### src/rtl/dmem_dump_streamer.sv
// dmem_dump_streamer: walks a window of data memory and streams each word out little-endian as bytes over valid/ready.
module dmem_dump_streamer #(
    parameter int ADDR_W = 6,
    parameter int DATA_W = 32
) (
    input  logic              clk,
    input  logic              areset,
    input  logic              start,
    input  logic [ADDR_W-1:0] base_addr,
    input  logic [ADDR_W:0]   word_count,
    output logic [ADDR_W-1:0] mem_addr,
    input  logic [DATA_W-1:0] mem_rdata,
    output logic [7:0]        tx_data,
    output logic              tx_valid,
    input  logic              tx_ready,
    output logic              busy,
    output logic              done
);
    localparam int BYTES = DATA_W / 8;
    localparam int IDX_W = BYTES > 1 ? $clog2(BYTES) : 1;

    typedef enum logic [1:0] {S_IDLE, S_FETCH, S_SEND, S_DONE} state_t;

    state_t            r_state, w_next;
    logic [ADDR_W-1:0] r_addr;
    logic [ADDR_W:0]   r_rem;
    logic [IDX_W-1:0]  r_idx;
    logic [DATA_W-1:0] r_shift;
    logic              w_hs, w_last, w_final;

    assign w_hs    = r_state == S_SEND && tx_ready;
    assign w_last  = r_idx == IDX_W'(BYTES - 1);
    assign w_final = r_rem == (ADDR_W + 1)'(1);

    always_ff @(posedge clk or negedge areset)
        if (!areset) r_state <= S_IDLE;
        else         r_state <= w_next;

    always_comb begin
        w_next = r_state;
        case (r_state)
            S_IDLE:  w_next = start ? (word_count == '0 ? S_DONE : S_FETCH) : S_IDLE;
            S_FETCH: w_next = S_SEND;
            S_SEND:  w_next = w_hs && w_last ? (w_final ? S_DONE : S_FETCH) : S_SEND;
            default: w_next = S_IDLE;
        endcase
    end

    // Address increment wraps naturally because DEPTH is a power of two.
    always_ff @(posedge clk or negedge areset) begin
        if (!areset) begin
            r_addr  <= '0;
            r_rem   <= '0;
            r_idx   <= '0;
            r_shift <= '0;
        end else if (r_state == S_IDLE && start && word_count != '0) begin
            r_addr <= base_addr;
            r_rem  <= word_count;
        end else if (r_state == S_FETCH) begin
            r_shift <= mem_rdata;
            r_idx   <= '0;
        end else if (w_hs && !w_last) begin
            r_shift <= r_shift >> 8;
            r_idx   <= r_idx + 1'b1;
        end else if (w_hs) begin
            r_rem  <= r_rem - 1'b1;
            r_addr <= w_final ? r_addr : r_addr + 1'b1;
        end
    end

    assign mem_addr = r_addr;
    assign tx_data  = r_shift[7:0];
    assign tx_valid = r_state == S_SEND;
    assign busy     = r_state == S_FETCH || r_state == S_SEND;
    assign done     = r_state == S_DONE;
endmodule

### config.mk
export PLATFORM = sky130hd
export DESIGN_NAME = dmem_dump_streamer
export DESIGN_NICKNAME = d
export VERILOG_FILES = /design/src/rtl/dmem_dump_streamer.sv
export SDC_FILE = /design/constraint.sdc
export NUM_CORES = 1
export LEC_CHECK = 0
export CAP_MARGIN = 20
export CORE_MARGIN = 3
export CORE_UTILIZATION = 35
export DETAILED_ROUTE_END_ITERATION = 8
export HOLD_SLACK_MARGIN = 0.08
export PLACE_DENSITY = 0.58
export SYNTH_ARGS = -nofsm -noshare
export SYNTH_HDL_FRONTEND = slang
export SYNTH_SLANG_ARGS = --single-unit
### constraint.sdc
create_clock -name clk -period 3.45 [get_ports clk]
set_input_delay 0.69 -clock clk [delete_from_list [all_inputs] [get_ports clk]]
set_output_delay 0.69 -clock clk [all_outputs]
set_load 0.02 [all_outputs]
==> results of run 1 <==
[metal layers]
metal  global-route usage [%]  part of all wire [%]
met5                        0                     0
met1                    18.88                    50
met3                    2.735                   4.7
met4                    3.663                   1.4
met2                    19.14                    44
[Yosys cell counts (2+ instances only)]
| cell | count |
|---|---|
| xor2_1 | 3 |
| buf_4 | 8 |
| ha_1 | 8 |
| or4_1 | 2 |
| o21ai_0 | 11 |
| nor2_1 | 9 |
| inv_1 | 8 |
| a31oi_1 | 4 |
| xnor2_1 | 4 |
| or3_1 | 4 |
| clkbuf_1 | 5 |
| nor3_1 | 2 |
| nand2_1 | 15 |
| nand4_1 | 2 |
| mux2_2 | 27 |
| a22o_1 | 8 |
| buf_2 | 2 |
| dfrtp_1 | 49 |
| nand3_1 | 6 |
| buf_6 | 3 |
| a21oi_1 | 2 |
| mux2_4 | 21 |
[flip-flops by register name, indices dropped and copies added (netlist names)]
signal    count
r_rem         7
r_state       2
r_shift      32
mem_addr      6
r_idx         2
[cell type report]
cell class	instances	area (um2)
well taps	99	123.9
inverters	8	30.03
multi-input cells	144	1279
clock buffers	5	68.82
clock inverters	3	68.82
fillers	677	3815
repair buffers	68	680.7
flip-flops and latches	49	1226
[worst max-delay path, stage by stage]
cell and delay [ns]:
clkdlybuf4s50_1 0.42, or4_4 0.58, o21bai_4 0.29, o21ai_4 0.08, buf_4 0.30, mux2_4 0.35
[report_power, final]
group / switching (W) / internal [W]
Sequential: 0.000177 / 0.000835
Clock: 0.000198 / 0.000292
Combinational: 0.000613 / 0.000833
[cells by family (layout without fill, tap and decap cells)]
logic type | after synthesis | after routing
mux | 49 | 49
flops | 49 | 49
simple gates | 46 | 46
compound gates | 34 | 34
buf+inv | 26 | 84
fa+ha+maj | 8 | 8
xor+xnor | 7 | 7
[worst max-delay path by stage]
stage             startpoint  cells after the start     endpoint
2_1_floorplan  word_count[2]                      5  r_shift[10]
3_3_place_gp   word_count[2]                      6  r_shift[22]
3_5_place_dp   word_count[2]                      6  r_shift[21]
4_1_cts        word_count[2]                      6  r_shift[23]
5_1_grt        word_count[2]                      6  r_shift[23]
6_report       word_count[2]                      6  r_shift[23]
[stage by stage]
step | hold WS, ns | setup slack, ns | area [um2] | power, W
floorplan | 0.3944 | 1.245 | 2658 | 0.002142
global route | 0.2553 | 0.8247 | 3477 | 0.003164
global placement | 0.4789 | 0.6134 | 3319 | 0.002454
finish | 0.2616 | 0.9229 | 3477 | 0.002948
detailed placement | 0.4829 | 0.5783 | 3339 | 0.002481
CTS | 0.2588 | 0.9050 | 3477 | 0.002989
==> metrics, run 1 <==
status=complete, no violations; mux contribution to synthesized area=23.68%; worst skew pair latency=0.30 ns; Core Rows=31; commonest non-fill, non-tap cell in the layout=clkdlybuf4s50_1; Ports=66; Slew Viols, Final=0; fmax=slightly below 400 MHz; Syn-to-layout area delta=30.84%; Synth top area share=46.14%; largest family of logic cells by synthesized area=multiplexers; min Tclk post-route=between 2 and 3 ns; layout cells sized above 1=23.10%; Clock Pin Slew Worst Setup and Hold Paths=0.09 ns; die span in x=about 93 um; Final Hold Fails=0; Post-CTS Resized=0; area of the core=7292 um2; diode count=0; worst r2r dst=mem_addr[5]; number of synthesized flops with an enable pin=0; WP data arrival=~2.7 ns; synthesized-area fraction occupied by adder cells=3.766%; Synth Area in Compound Gates=9.652%; Hold Path Class=in2async; VDD IR max=253.9 uV; crit-path max FO=33; total wire length=5367 um; post-synthesis net count=276; synth unique cells=38; GRT Util Overall=12.88%; Worst Setup Start Kind=primary input; DR vias/cell=4.726; Synth async-reset ratio=100.0%; Post-Synth Simple-Gate Area=8.710%; routability congestion estimate=0.7523; # DRC=0; Fin Setup TNS=0 ns; cell count after synthesis=219; critical path endpoint category=flop; dominant cell type by area after synthesis=dfrtp_1; Finished Layout Cells=376; first-pass GRT wire length=8873 um; crit share post-route=73.25%; grt total ovfl=0; Yosys reg bits=49; Slew @ Worst Pin=between 0.5 and 0.6 ns; commonest cells after routing, fill and taps aside=64 x clkdlybuf4s50_1, 49 x dfrtp_1, 27 x mux2_2; initial core utilization=36.44%; R2R Path Start=r_state[0]; post-synthesis sequential area ratio=approximately 46%; Pre-antenna DRT Iters=4; number of global-route vias before repair=1767; PwrDens=847.9 nW/um2; R2R Setup Slk=1.29 ns; kind of critical path=in2reg; post-CTS setup buffers=0; ys flop type=dfrtp_1; yosys warns=0; Pleak=1.524 nW; Avg WL per Cell=14.27 um; antenna viol nets, final=0; Setup Viol. Count Final=0; Slew headroom=between 60% and 70%; hold_buf cts=0; R2R cell count=6; pin count of the biggest net entering global routing=38; hpwl dp=3900 um; PortBufs=65; RSZ-0062 raised after global routing=no; htree depth=2; TritonCTS clock tree=yes; die area=8674 um2; Final Util=between 40% and 50%; Synth area leaders=dfrtp_1 46%, mux2_4 12%, mux2_2 11%; clk root buf=clkbuf_8; Layout Skew=0.004776 ns; die height=roughly 93 um; initial drt markers=78; CTS Buf Count=5; via count=1777; CP required=3.64 ns; nets@finish=roughly 330; Sink Count=49; dpl cells=368; initial antenna violation count=0; syn_area_per_cell=~12 um2; Post-Synth XOR/XNOR Area=~2.3%; max_cap viols=0; Max clock buf depth=2; synthesized area=2658 um2
Note: power is estimated with default switching activity, not from simulation.
==> run 2: changes to the inputs <==
==> constraint.sdc (replaced) <==
create_clock -name clk -period 2.45 [get_ports clk]
set_input_delay 0.49 -clock clk [delete_from_list [all_inputs] [get_ports clk]]
set_output_delay 0.49 -clock clk [all_outputs]
set_load 0.02 [all_outputs]
==> run 2 against run 1 <==
Compared with the run above: flip-flop and latch count unchanged; die area unchanged; sequential share of layout area decreased by 0.94 points; critical path type is now reg2out; critical endpoint is now tx_valid; largest cell class unchanged.
==> metrics, run 2 (same netlist as run 1, synthesis figures left out) <==
WP data arrival=approximately 1.7 ns; status=complete, no violations; DP Area=3452 um2; Biggest register=r_shift; critical path endpoint category=output pin; Ports=66; FILL cells=around 700; Post-CTS Resized=0; fmax=~460 MHz; commonest cells after routing, fill and taps aside=64 x clkdlybuf4s50_1, 49 x dfrtp_1, 27 x mux2_2; VDD IR max=498.4 uV; initial antenna violation count=0; Slew headroom=~54%; area of the core=7292 um2; Sink Count=just under 50; first-pass GRT wire length=about 9000 um; layout cells sized above 1=25.78%; die height=93.14 um; PwrDens=1182 nW/um2; htree depth=2; max_cap viols=0; TritonCTS clock tree=yes; die area=~8700 um2; Final Hold Fails=0; RSZ-0062 raised after global routing=no; pin count of the biggest net entering global routing=32; die span in x=93.14 um; number of global-route vias before repair=1861; total wire length=around 5300 um; Pleak=1.575 nW; Slew @ Worst Pin=0.6892 ns; crit-path max FO=6; grt total ovfl=0; Avg WL per Cell=13.85 um; worst skew pair latency=0.30 ns; # DRC=0; Fin Setup TNS=0 ns; Max clock buf depth=2; hpwl dp=3985 um; design area=3572 um2; initial core utilization=a little over a third; Syn-to-layout area delta=34.42%; via count=1792; Core Rows=31; initial drt markers=54; Clock Pin Slew Worst Setup and Hold Paths=0.09 ns; CTS Buf Count=5; antenna viol nets, final=0; clk root buf=clkbuf_8; diode count=0; crit share post-route=between 80% and 90%; Hold Path Class=in2async; min Tclk post-route=2.189 ns; Setup Viol. Count Final=0; area of the multi-input gates=1279 um2; Hold WS=around 0.22 ns; PortBufs=65; Reg area=between 1000 and 1500 um2; kind of critical path=reg2out; nets@finish=~340; DR vias/cell=4.642; GRT Util Overall=approximately an eighth; post-CTS setup buffers=0; routability congestion estimate=0.7671; Layout Skew=0.01012 ns; commonest non-fill, non-tap cell in the layout=clkdlybuf4s50_1; CP required=1.96 ns; Worst Setup Start Kind=flop; max reg flops=32; hold_buf cts=0; Slew Viols, Final=0; Pre-antenna DRT Iters=4
[run 2: changes by cell type in the layout (fill, tap and decap cells not counted), sizes merged]
cell | before | now
buf | 4 | 14
bufinv | 2 | 1
clkbuf | 5 | 6
clkinvlp | 0 | 1
inv | 9 | 8
[run 2: worst max-delay path, cell delays in order (launching register included)]
cell             delay (ns)
dfrtp_1                0.42
inv_1                  0.09
ha_1                   0.25
clkdlybuf4s50_1        0.65
[run 2: worst paths after layout]
| path | to | start | slack (ns) | cells past startpoint |
|---|---|---|---|---|
| hold / removal | r_shift[0] | areset | 0.22 | 1 |
| setup / recovery | tx_valid | r_state[0] | 0.26 | 3 |
| hold reg to reg | r_shift[24] | r_shift[24] | 0.50 | 1 |
| min in group clk | r_shift[24] | r_shift[24] | 0.50 | 1 |
| max in group asynchronous | r_rem[5] | areset | 1.60 | 2 |
| setup reg to reg | mem_addr[5] | r_state[0] | 0.51 | 6 |
[run 2: routing by layer]
| layer | global-route usage, % | vias up | share of wire [%] |
|---|---|---|---|
| li1 | - | 909 | - |
| met1 | 18.42 | 841 | 50 |
| met2 | 20.04 | 40 | 44 |
| met3 | 3.459 | 2 | 4.8 |
| met4 | 4.762 | 0 | 0.97 |
| met5 | 0 | - | 0 |
[run 2: where the power goes]
part	total, W	internal, W	leakage (nW)	switching [W]
Sequential	0.00142	0.00118	0.614	0.000245
Clock	0.000605	0.000332	0.0574	0.000273
Combinational	0.00220	0.00130	0.904	0.000893
[run 2: stage by stage]
stage	total power, W	worst slack [ns]	util [%]	instances
after floorplan	0.003016	0.3559	-	219
after global placement	0.003619	0.04957	47.34	378
after detailed placement	0.003652	0.01900	47.34	378
after CTS	0.004285	0.2269	48.99	386
after global routing	0.004560	0.1539	48.99	386
final	0.004222	0.2605	48.99	386
[run 2: cell type report]
class / count / share of cell area (%)
multi-input cells: 144 / 35.80
inverters: 8 / 0.8406
clock inverters: 2 / 1.051
well taps: 99 / 3.468
repair buffers: 78 / 22.21
clock buffers: 6 / 2.312
flip-flops and latches: 49 / 34.33
